File: config.mk
export PLATFORM = sky130hd
export DESIGN_NAME = cvt_itof_pipe
export DESIGN_NICKNAME = d
export VERILOG_FILES = /design/src/rtl/cvt_itof_pipe.sv
export SDC_FILE = /design/constraint.sdc
export NUM_CORES = 1
export LEC_CHECK = 0
export CAP_MARGIN = 40
export CORE_MARGIN = 5
export CORE_UTILIZATION = 50
export CTS_CLUSTER_SIZE = 25
export DETAILED_ROUTE_END_ITERATION = 8
export GPL_TIMING_DRIVEN = 0
export PLACE_DENSITY = 0.7
export RECOVER_POWER = 50
export SYNTH_ARGS = -nofsm -noshare
export SYNTH_HDL_FRONTEND = slang
export SYNTH_SLANG_ARGS = --single-unit
File: constraint.sdc
create_clock -name clk -period 3.53 [get_ports clk]
set_input_delay 0.353 -clock clk [delete_from_list [all_inputs] [get_ports clk]]
set_output_delay 0.353 -clock clk [all_outputs]
set_load 0.1 [all_outputs]
File: src/rtl/cvt_itof_pipe.sv
// Pipelined signed 32-bit integer to IEEE-754 single-precision converter with valid/ready on both sides.
// Define ITOF_INEXACT_FLAG_EN to add the out_inexact output (guard or sticky bits were nonzero).

module cvt_itof_pipe #(
   parameter int ROUND_NEAREST = 1
) (
   input  logic        clk,
   input  logic        rst_n,
   input  logic        in_valid,
   output logic        in_ready,
   input  logic [31:0] in_data,
   output logic        out_valid,
   input  logic        out_ready,
   output logic [31:0] out_data
`ifdef ITOF_INEXACT_FLAG_EN
   ,output logic       out_inexact
`endif
);

   logic        adv;

   logic        s1_valid_q, s1_sign_q, s1_zero_q;
   logic [31:0] s1_mag_q, s1_mag_d;

   logic        s2_valid_q, s2_sign_q, s2_zero_q;
   logic [4:0]  s2_lz_q, s2_lz_d;
   logic [30:0] s2_norm_q, s2_norm_d;

   logic        s3_valid_q;
   logic [31:0] s3_data_q, s3_data_d;

   logic        out_valid_q;
   logic [31:0] out_data_q;

   logic [22:0] mant;
   logic [23:0] mant_sum;
   logic [7:0]  exp_base, exp_rnd;
   logic        guard_bit, sticky_bit, inc;

   // The whole pipeline moves as one; a stalled consumer freezes every stage.
   assign adv      = !out_valid_q || out_ready;
   assign in_ready = adv;

   // Two's-complement negate; 0x80000000 maps onto itself, which is its correct magnitude.
   assign s1_mag_d = in_data[31] ? (~in_data + 32'd1) : in_data;

   // NOTE: every signal driven in always_comb gets a default first, so no latch is inferred.
   always_comb begin
      s2_lz_d = 5'd31;
      for (int i = 0; i < 32; i++) begin
         if (s1_mag_q[i]) s2_lz_d = 5'(31 - i);
      end
      s2_norm_d = 31'(s1_mag_q << s2_lz_d);
   end

   always_comb begin
      mant       = s2_norm_q[30:8];
      guard_bit  = s2_norm_q[7];
      sticky_bit = |s2_norm_q[6:0];
      exp_base   = 8'd158 - {3'b000, s2_lz_q};
      inc        = (ROUND_NEAREST != 0) && guard_bit && (sticky_bit || mant[0]);
      mant_sum   = {1'b0, mant} + {23'd0, inc};
      exp_rnd    = mant_sum[23] ? exp_base + 8'd1 : exp_base;
      // A zero input packs to +0, never -0.
      s3_data_d  = s2_zero_q ? 32'd0 : {s2_sign_q, exp_rnd, mant_sum[22:0]};
   end

`ifdef ITOF_INEXACT_FLAG_EN
   logic s3_inexact_q, out_inexact_q;
`endif

   // NOTE: sequential state is assigned with <= only, so every stage samples pre-edge values.
   always_ff @(posedge clk or negedge rst_n) begin
      if (!rst_n) begin
         s1_valid_q  <= 1'b0;
         s1_sign_q   <= 1'b0;
         s1_zero_q   <= 1'b0;
         s1_mag_q    <= '0;
         s2_valid_q  <= 1'b0;
         s2_sign_q   <= 1'b0;
         s2_zero_q   <= 1'b0;
         s2_lz_q     <= '0;
         s2_norm_q   <= '0;
         s3_valid_q  <= 1'b0;
         s3_data_q   <= '0;
         out_valid_q <= 1'b0;
         out_data_q  <= '0;
`ifdef ITOF_INEXACT_FLAG_EN
         s3_inexact_q  <= 1'b0;
         out_inexact_q <= 1'b0;
`endif
      end else if (adv) begin
         s1_valid_q  <= in_valid;
         s1_sign_q   <= in_data[31];
         s1_zero_q   <= (in_data == 32'd0);
         s1_mag_q    <= s1_mag_d;
         s2_valid_q  <= s1_valid_q;
         s2_sign_q   <= s1_sign_q;
         s2_zero_q   <= s1_zero_q;
         s2_lz_q     <= s2_lz_d;
         s2_norm_q   <= s2_norm_d;
         s3_valid_q  <= s2_valid_q;
         s3_data_q   <= s3_data_d;
         out_valid_q <= s3_valid_q;
         out_data_q  <= s3_data_q;
`ifdef ITOF_INEXACT_FLAG_EN
         s3_inexact_q  <= guard_bit || sticky_bit;
         out_inexact_q <= s3_inexact_q;
`endif
      end
   end

   assign out_valid = out_valid_q;
   assign out_data  = out_data_q;
`ifdef ITOF_INEXACT_FLAG_EN
   assign out_inexact = out_inexact_q;
`endif

endmodule

# Word-level counts from Yosys, hierarchy flattened
# Cells that the tools add are included.
totals:
  regBits: 140
  elab_cells: 59
  output_inout_bits: 34
  input_bits: 36
classes:
  shifts: 1
  muxes: 34
  reduce_logical: 6
  bitwise_logic: 1
  add_sub_neg: 4
ops:
  columns: ["cell", "count"]
  rows:
  - ["2-to-1 mux 5 bit", 28]
  - ["2-to-1 mux 32 bit", 2]
  - ["adder 32 x 1 -> 32 bit, second input constant", 1]
  - ["zero test 32 bit", 1]
  - ["NOT 32 bit", 1]
  - ["left shift 32 x 5 -> 31 bit", 1]
  - ["adder 23 x 1 -> 24 bit", 1]
  - ["adder 8 x 1 -> 8 bit, second input constant", 1]
  - ["2-to-1 mux 8 bit", 1]
  - ["subtractor 8 x 5 -> 8 bit, first input constant", 1]
  - ["OR reduction 7 bit", 1]
  - ["2-to-1 mux 2 bit", 2]
  - ["logical OR 1 bit", 2]
  - ["logical AND 1 bit", 1]
  - ["zero test 1 bit", 1]
  - ["2-to-1 mux 1 bit", 1]

# Longest topological paths before layout
# Gate-level depths: netlist of run 1.
logic_depth:
  word_depth: 32
  ltp_mapped: 11
  depth_no_buf: 9

# Least setup slack after synthesis of run 1
# OpenSTA, ideal clock, no wires.
synth_path:
  kind: "flip-flop to flip-flop"
  start: "reg out_valid_q (netlist: out_valid)"
  end: "reg s1_mag_q[31]"
  stages_incl_launch_ff: 7
  required_time_ps: 3335
  n_path_buf: 3
  path_slack_ps: 502
  arrival_time_ps: 2833
  synth_period_minus_slack_ps: 3028
  setup_ps: 195
  path_cell_list: "dfrtp_1 -> nor2b_1 -> clkbuf_1 -> inv_1 -> clkbuf_1 -> buf_1 -> o32ai_1"
synth_between:
  elab_chain_cells: 2
synth_rtl:
  columns: ["element", "line", "rtl"]
  rows:
  - ["start, declared", "32", "logic out_valid_q;"]
  - ["start signal, assigned", "104", "out_valid_q <= s3_valid_q;"]
  - ["zero test 1 bit", "41", "assign adv = !out_valid_q || out_ready;"]
  - ["logical OR 1 bit", "41", null]
  - ["via in_ready", "10", "output logic in_ready,"]
  - ["end signal, assigned", "96", "s1_mag_q <= s1_mag_d;"]
  - ["end, declared", "23", "logic [31:0] s1_mag_q, s1_mag_d;"]
# The timed path passes the listed nets, and every way through them passes these cells.
# A chain may end at the register's enable or synchronous reset.

# Final worst setup path of run 1
layout_path:
  start: "reg s1_mag_q[21]"
  end: "reg s2_norm_q[28]"
layout_between:
  elab_chain_cells: 12
layout_rtl:
  columns: ["element", "line", "rtl"]
  rows:
  - ["2-to-1 mux 5 bit (11 in a row)", "51", "if (s1_mag_q[i]) s2_lz_d = 5'(31 - i);"]
  - ["left shift 32 x 5 -> 31 bit (*)", "53", "s2_norm_d = 31'(s1_mag_q << s2_lz_d);"]
  - ["end signal, assigned", "101", "s2_norm_q <= s2_norm_d;"]
  - ["end, declared", "27", "logic [30:0] s2_norm_q, s2_norm_d;"]
# Every way passes the cells marked *; elsewhere a longest branch is shown, timed or not.

==> metrics.md, run 1 <==
| Metric | Value |
|---|---|
| Syn nets | `1035` |
| Placed cell area | `10000 µm²` |
| R2r startpoint | `s1_mag_q[21]$_DFFE_PN0P_` |
| FF+latch count, synth | `140` |
| Fin nets | `1165` |
| Synthesized area per cell | `8.54 µm²` |
| Final Non-Filler Cells | `1358` |
| Drt wl/cell | `19.1 µm` |
| Fin area | `10400 µm²` |
| Post-Route Utilization | `0.626` |
| Dpl cells | `1320` |
| Clk_lat worst skew | `430 ps` |
| Max Root-Sink Buffers | `2` |
| All-Layer GR Usage | `0.264` |
| DR pass1 iterations | `6` |
| Hold Path Sink | `out_data[8]$_DFFE_PN0P_` |
| R2r endpoint | `s2_norm_q[28]$_DFFE_PN0P_` |
| Post-route ant nets | `0` |
| Vias in the first global route | `7723` |
| Routability Congestion | `1.02` |
| Startpoint types | `flip-flop` |
| Layout cells sized above 1 | `0.0967` |
| Final worst slack | `125 ps` |
| Async set-reset flop share out of synthesis | `1.00` |
| Reg-to-reg setup timing slack | `130 ps` |
| M1 GR Usage | `0.327` |
| CP Max Fanout | `8` |
| DRT iter0 DRCs | `681` |
| Vias | `8073` |
| Worst setup path class | `flip-flop to flip-flop` |
| Met2 Use GR | `0.455` |
| Setup TNS Final | `0 ps` |
| Final Max Slew Viols | `0` |
| Hold Path Depth | `2` |
| First-pass GRT wire length | `41300 µm` |
| Met3 Usage GRT | `0.0464` |
| Total Power | `10.6 mW` |
| Initial antenna violation count | `0` |
| Slew @ Worst Pin | `1400 ps` |
| Total core area | `16600 µm²` |
| Crit path DAT | `3730 ps` |
| Std cell rows | `47` |
| CTS tree | `done` |
| Count of different cell masters after synthesis | `80` |
| Synth Instances | `996` |
| Worst hold path class | `flip-flop to flip-flop` |
| I/O pin count | `70` |
| GR Overflow Total | `0` |
| Total CTS buffers | `17` |
| RSZ-0062 raised after global routing | `false` |
| VDD IR max | `649 µV` |
| Clock Root Buffer | `clkbuf_16` |
| PD cells | `1010 nW/µm²` |
| Outcome | `finished clean` |
| Dpl hpwl | `20300 µm` |
| Number of port buffers | `69` |
| Initial Util | `0.511` |
| Worst R2R Path Depth | `9` |
| Diodes inserted | `0` |
| H-tree depth | `4` |
| F_max | `294 MHz` |
| Die area | `19700 µm²` |
| Clock sinks | `140` |
| DIE WIDTH | `140 µm` |
| Critical path endpoint category | `flip-flop` |
| Hold_sp | `out_data[8]$_DFFE_PN0P_` |
| Vias per inst | `5.94` |
| Largest net degree at the start of global routing | `85` |
| Final setup vio count | `0` |
| Layout area overhead | `22.5%` |
| Leak | `4.23 nW` |
| CTS clk-pin slew, worst paths | `60 ps` |
| Layer with the highest usage | `met2` |
| Final Hold Fails | `0` |
| Register area share after synthesis | `0.412` |
| Max-slew headroom | `0.0685` |
| DRC viols | `0` |
| Most used flip-flop cell after synthesis | `dfrtp_1` |
| Maximum capacitance violations | `0` |
| Skew final | `14.1 ps` |
| Fin crit share | `0.964` |
| Pre-CTS setup slack | `-121 ps` |
| WP data required | `3860 ps` |
| WL final | `25900 µm` |
| Synth Cell Area | `8510 µm²` |
| YS warnings | `0` |
| Min Clock Period, post-route | `3400 ps` |
| Post-synth EDFFs | `0` |
| Die Y | `140 µm` |
| Hold Slack | `461 ps` |
[cells in the mapped netlist (all sizes together) (13+ instances only)]
cell type | n | area share
nand2 | 252 | 0.11
dfrtp | 140 | 0.41
o21ai | 98 | 0.059
nor2 | 50 | 0.022
xor2 | 45 | 0.046
clkbuf | 40 | 0.018
a211oi | 29 | 0.028
buf | 26 | 0.020
nand3 | 24 | 0.014
nor3 | 20 | 0.014
a21oi | 19 | 0.012
o211ai | 19 | 0.021
mux2i | 17 | 0.020
inv | 16 | 0.0071
nor4 | 14 | 0.013
o31ai | 14 | 0.012
a221oi | 13 | 0.013
[cell usage in the layout (no fill, tap or decap), drive strengths merged, types with 7 or more instances in the layout]
cell type,Yosys,layout
a31oi,8,8
inv,16,17
dfrtp,140,140
xnor2,10,10
a211oi,29,29
a2111oi,8,8
a221oi,13,13
nor2b,7,7
clkbuf,40,76
mux2i,17,17
nor2,50,50
o22ai,8,8
nand2,252,252
xor2,45,45
nand4,9,9
nor3,20,20
a22oi,10,10
o31ai,14,14
a21oi,19,19
o41ai,11,11
clkdlybuf4s50,0,68
nor4,14,14
clkinv,0,7
o211ai,19,19
o21ai,98,98
nand3,24,24
buf,26,50
[flip-flops by register name, summed over array words and instances, names as in the netlist]
register and flops:
out_valid 1, s1_sign_q 1, s1_valid_q 1, s2_zero_q 1
s1_zero_q 1, s3_valid_q 1, s2_lz_q 5, s2_sign_q 1
s2_valid_q 1, s3_data_q 32, out_data 32, s1_mag_q 32
s2_norm_q 31
[kinds of logic after synthesis]
kind of cell / synth area share
flip-flops: 0.412
buffers and inverters: 0.0444
multiplexers: 0.0227
AND/OR/NAND/NOR: 0.221
adder cells (fa/ha/maj): 0.00441
XOR/XNOR: 0.0566
AO/OA/AOI/OAI: 0.239
[how the worst max path moves through the flow]
stage / depth (start not counted) / slack [ps] / to / from
floorplan: 6 / 500 / s1_mag_q[31]$_DFFE_PN0P_ / out_valid$_DFFE_PN0P_
global placement: 1 / -3290 / s1_mag_q[4]$_DFFE_PN0P_ / rst_n
detailed placement: 8 / -120 / in_ready / out_ready
CTS: 6 / 20 / in_ready / out_valid$_DFFE_PN0P_
global route: 7 / 40 / in_ready / out_valid$_DFFE_PN0P_
finish: 9 / 130 / s2_norm_q[28]$_DFFE_PN0P_ / s1_mag_q[21]$_DFFE_PN0P_
[worst max-delay path: stages, from the launching register on]
cell	delay, ps
dfrtp_1	350
clkbuf_1	200
nor4_1	460
and2_1	190
clkbuf_1	410
o21ai_0	390
and2_1	310
nor2_1	490
o21ai_0	330
o211ai_1	170
[per-layer routing]
metal  wire (µm)  vias to the layer above
met5           0                        -
met1       10500                     3835
met3        1580                       68
met2       12800                      290
li1            -                     3880
met4        1010                        0
[report_power, final]
part           internal [mW]  switching (mW)  total [mW]
Sequential              2.29           0.599        2.89
Combinational           1.96            4.01        5.98
Clock                  0.986           0.715        1.70
Total                   5.24            5.32        10.6
[layout make-up]
type / instances / area, µm²
Multi-Input combinational cell: 774 / 4620
Clock inverter: 13 / 119
Tap cell: 220 / 275
Fill cell: 1457 / 6220
Buffer: 65 / 314
Clock buffer: 18 / 439
Sequential cell: 140 / 3500
Timing Repair Buffer: 112 / 1080
Inverter: 16 / 63.8
[timing repair]
item / CTS / global route
pin swaps: 0 / 1
endpoints found under the hold margin: 56 / 0
hold buffers: 1 / 0
endpoints found under the setup margin: 1 / 4
gates resized for setup: 0 / 1
setup buffers: 0 / 7
No activity file was read; power rests on OpenSTA's default activity.
==> run 2: changes to the inputs <==
--- a/config.mk
+++ b/config.mk
@@ -8,11 +8,13 @@
 export CAP_MARGIN = 40
 export CORE_MARGIN = 5
 export CORE_UTILIZATION = 50
+export CTS_BUF_LIST = sky130_fd_sc_hd__clkbuf_8 sky130_fd_sc_hd__clkbuf_16
 export CTS_CLUSTER_SIZE = 25
 export DETAILED_ROUTE_END_ITERATION = 8
 export GPL_TIMING_DRIVEN = 0
 export PLACE_DENSITY = 0.7
 export RECOVER_POWER = 50
+export SLEW_MARGIN = 40
 export SYNTH_ARGS = -nofsm -noshare
 export SYNTH_HDL_FRONTEND = slang
 export SYNTH_SLANG_ARGS = --single-unit
==> run 2 against run 1 <==
- sequential power barely moved
- final cell count down 2.8%
- sequential share of layout area is 1.9 points higher
- register-to-register slack is essentially flat
- fmax rose by 0.43%
- flip-flop and latch count unchanged
- non-clock buffer count fell by 38
- via count shrank 1.1%
- critical path depth did not move
- global-route usage rose by 0.26 points
- clock skew down 1.1 ps
==> metrics.md, run 2 (synthesized netlist as in run 1, its figures left out) <==
| Metric | Value |
|---|---|
| Setup TNS Final | `0 ps` |
| Dpl hpwl | `20000 µm` |
| Clock Root Buffer | `clkbuf_16` |
| DR pass1 iterations | `7` |
| Final worst slack | `140 ps` |
| Maximum capacitance violations | `0` |
| Die area | `19700 µm²` |
| WP data required | `3860 ps` |
| Diodes inserted | `0` |
| DRT iter0 DRCs | `600` |
| Initial Util | `0.511` |
| Initial antenna violation count | `0` |
| I/O pin count | `70` |
| Slew @ Worst Pin | `1430 ps` |
| Routability Congestion | `1.02` |
| Critical path endpoint category | `flip-flop` |
| Startpoint types | `flip-flop` |
| CTS tree | `done` |
| Layout area overhead | `16.1%` |
| Pre-CTS setup slack | `147 ps` |
| Commonest non-fill, non-tap cells in the layout | `252 x nand2_1, 140 x dfrtp_1, 91 x o21ai_0` |
| GR Overflow Total | `0` |
| Std cell rows | `47` |
| Critical path cell sequence | `clkbuf_1 > nor4_1 > and2_1 > clkbuf_1 > o21ai_0 > and2_1 > nor2_1 > o21ai_0 > o211ai_1` |
| Fin nets | `1127` |
| PD cells | `1020 nW/µm²` |
| Placed cell area | `9360 µm²` |
| All-Layer GR Usage | `0.266` |
| Crit path DAT | `3720 ps` |
| Cts repair resizes | `0` |
| Vias in the first global route | `7706` |
| Layout cells sized above 1 | `0.0945` |
| H-tree depth | `4` |
| Total CTS buffers | `17` |
| Clk_lat worst skew | `430 ps` |
| F_max | `295 MHz` |
| Final setup vio count | `0` |
| Max Root-Sink Buffers | `2` |
| Worst hold path class | `flip-flop to flip-flop` |
| Slowest stage delay, CP | `540 ps` |
| CP Max Fanout | `8` |
| Vias | `7982` |
| Total core area | `16600 µm²` |
| Dpl cells | `1287` |
| Most common cell after layout, fill and taps aside | `nand2_1` |
| Hold Slack | `458 ps` |
| Post-Route Utilization | `0.593` |
| RSZ-0062 raised after global routing | `false` |
| Die Y | `140 µm` |
| VDD IR max | `555 µV` |
| Worst setup path class | `flip-flop to flip-flop` |
| First-pass GRT wire length | `41500 µm` |
| Outcome | `finished clean` |
| Leak | `4.03 nW` |
| Largest net degree at the start of global routing | `61` |
| Post-route ant nets | `0` |
| Skew final | `12.9 ps` |
| Total Power | `10.1 mW` |
| Number of port buffers | `69` |
| CTS clk-pin slew, worst paths | `60 ps` |
| Fin area | `9880 µm²` |
| Drt wl/cell | `19.5 µm` |
| Final Max Slew Viols | `0` |
| Final Hold Fails | `0` |
| Vias per inst | `6.05` |
| DRC viols | `0` |
| Fin crit share | `0.960` |
| Min Clock Period, post-route | `3390 ps` |
| Clock sinks | `140` |
| Slowest CP cell | `nor2_1` |
| Final Non-Filler Cells | `1320` |
| DIE WIDTH | `140 µm` |
| WL final | `25700 µm` |
| Max-slew headroom | `0.0469` |
[run 2: cell count changes in the layout (fill, tap and decap cells not counted), moves of 4 or more]
cell and delta:
buf_2 +17, buf_8 -18, buf_4 -4, clkdlybuf4s50_1 -34
[run 2: cell type report]
class | count | area, µm²
Clock inverter | 14 | 145
Buffer | 65 | 314
Fill cell | 1586 | 6770
Tap cell | 220 | 275
Inverter | 16 | 60.1
Clock buffer | 17 | 425
Multi-Input combinational cell | 774 | 4620
Sequential cell | 140 | 3500
Timing Repair Buffer | 74 | 528
[run 2: worst max-delay path, delay by kind of cell, from the launching register on]
family                 cells  cell delay [ps]
and+or+nand+nor            4             1470
AOI/OAI and AO/OA          3              860
buffers and inverters      2              610
DFF                        1              350
[run 2: power breakdown]
part | switching (mW) | internal (mW)
clock network | 0.718 | 1.03
logic | 3.93 | 1.49
registers | 0.588 | 2.29
total | 5.24 | 4.82
[run 2: path summary, 6_finish.rpt]
path / from / endpoint / slack (ps) / depth (start not counted)
max in group asynchronous: rst_n / s2_norm_q[3]$_DFFE_PN0P_ / 740 / 3
worst min register to register: out_data[14]$_DFFE_PN0P_ / out_data[14]$_DFFE_PN0P_ / 460 / 2
min in group asynchronous: rst_n / out_data[23]$_DFFE_PN0P_ / 740 / 2
worst max-delay path: s1_mag_q[21]$_DFFE_PN0P_ / s2_norm_q[28]$_DFFE_PN0P_ / 140 / 9
worst max register to register: s1_mag_q[21]$_DFFE_PN0P_ / s2_norm_q[28]$_DFFE_PN0P_ / 140 / 9
worst min-delay path: out_data[14]$_DFFE_PN0P_ / out_data[14]$_DFFE_PN0P_ / 460 / 2
[run 2: what timing repair did]
action / in CTS / in global routing
buffers inserted: 0 / 2
hold endpoints to repair: 24 / 0
hold buffers: 1 / 0
setup endpoints to repair: 0 / 4
[run 2: layer usage]
metal  share of wire  global-route usage  up-vias
met5               0                   0        -
met4           0.045               0.131        0
met3           0.063              0.0436       82
met2            0.49               0.449      293
met1            0.41               0.332     3794
li1                -                   -     3813
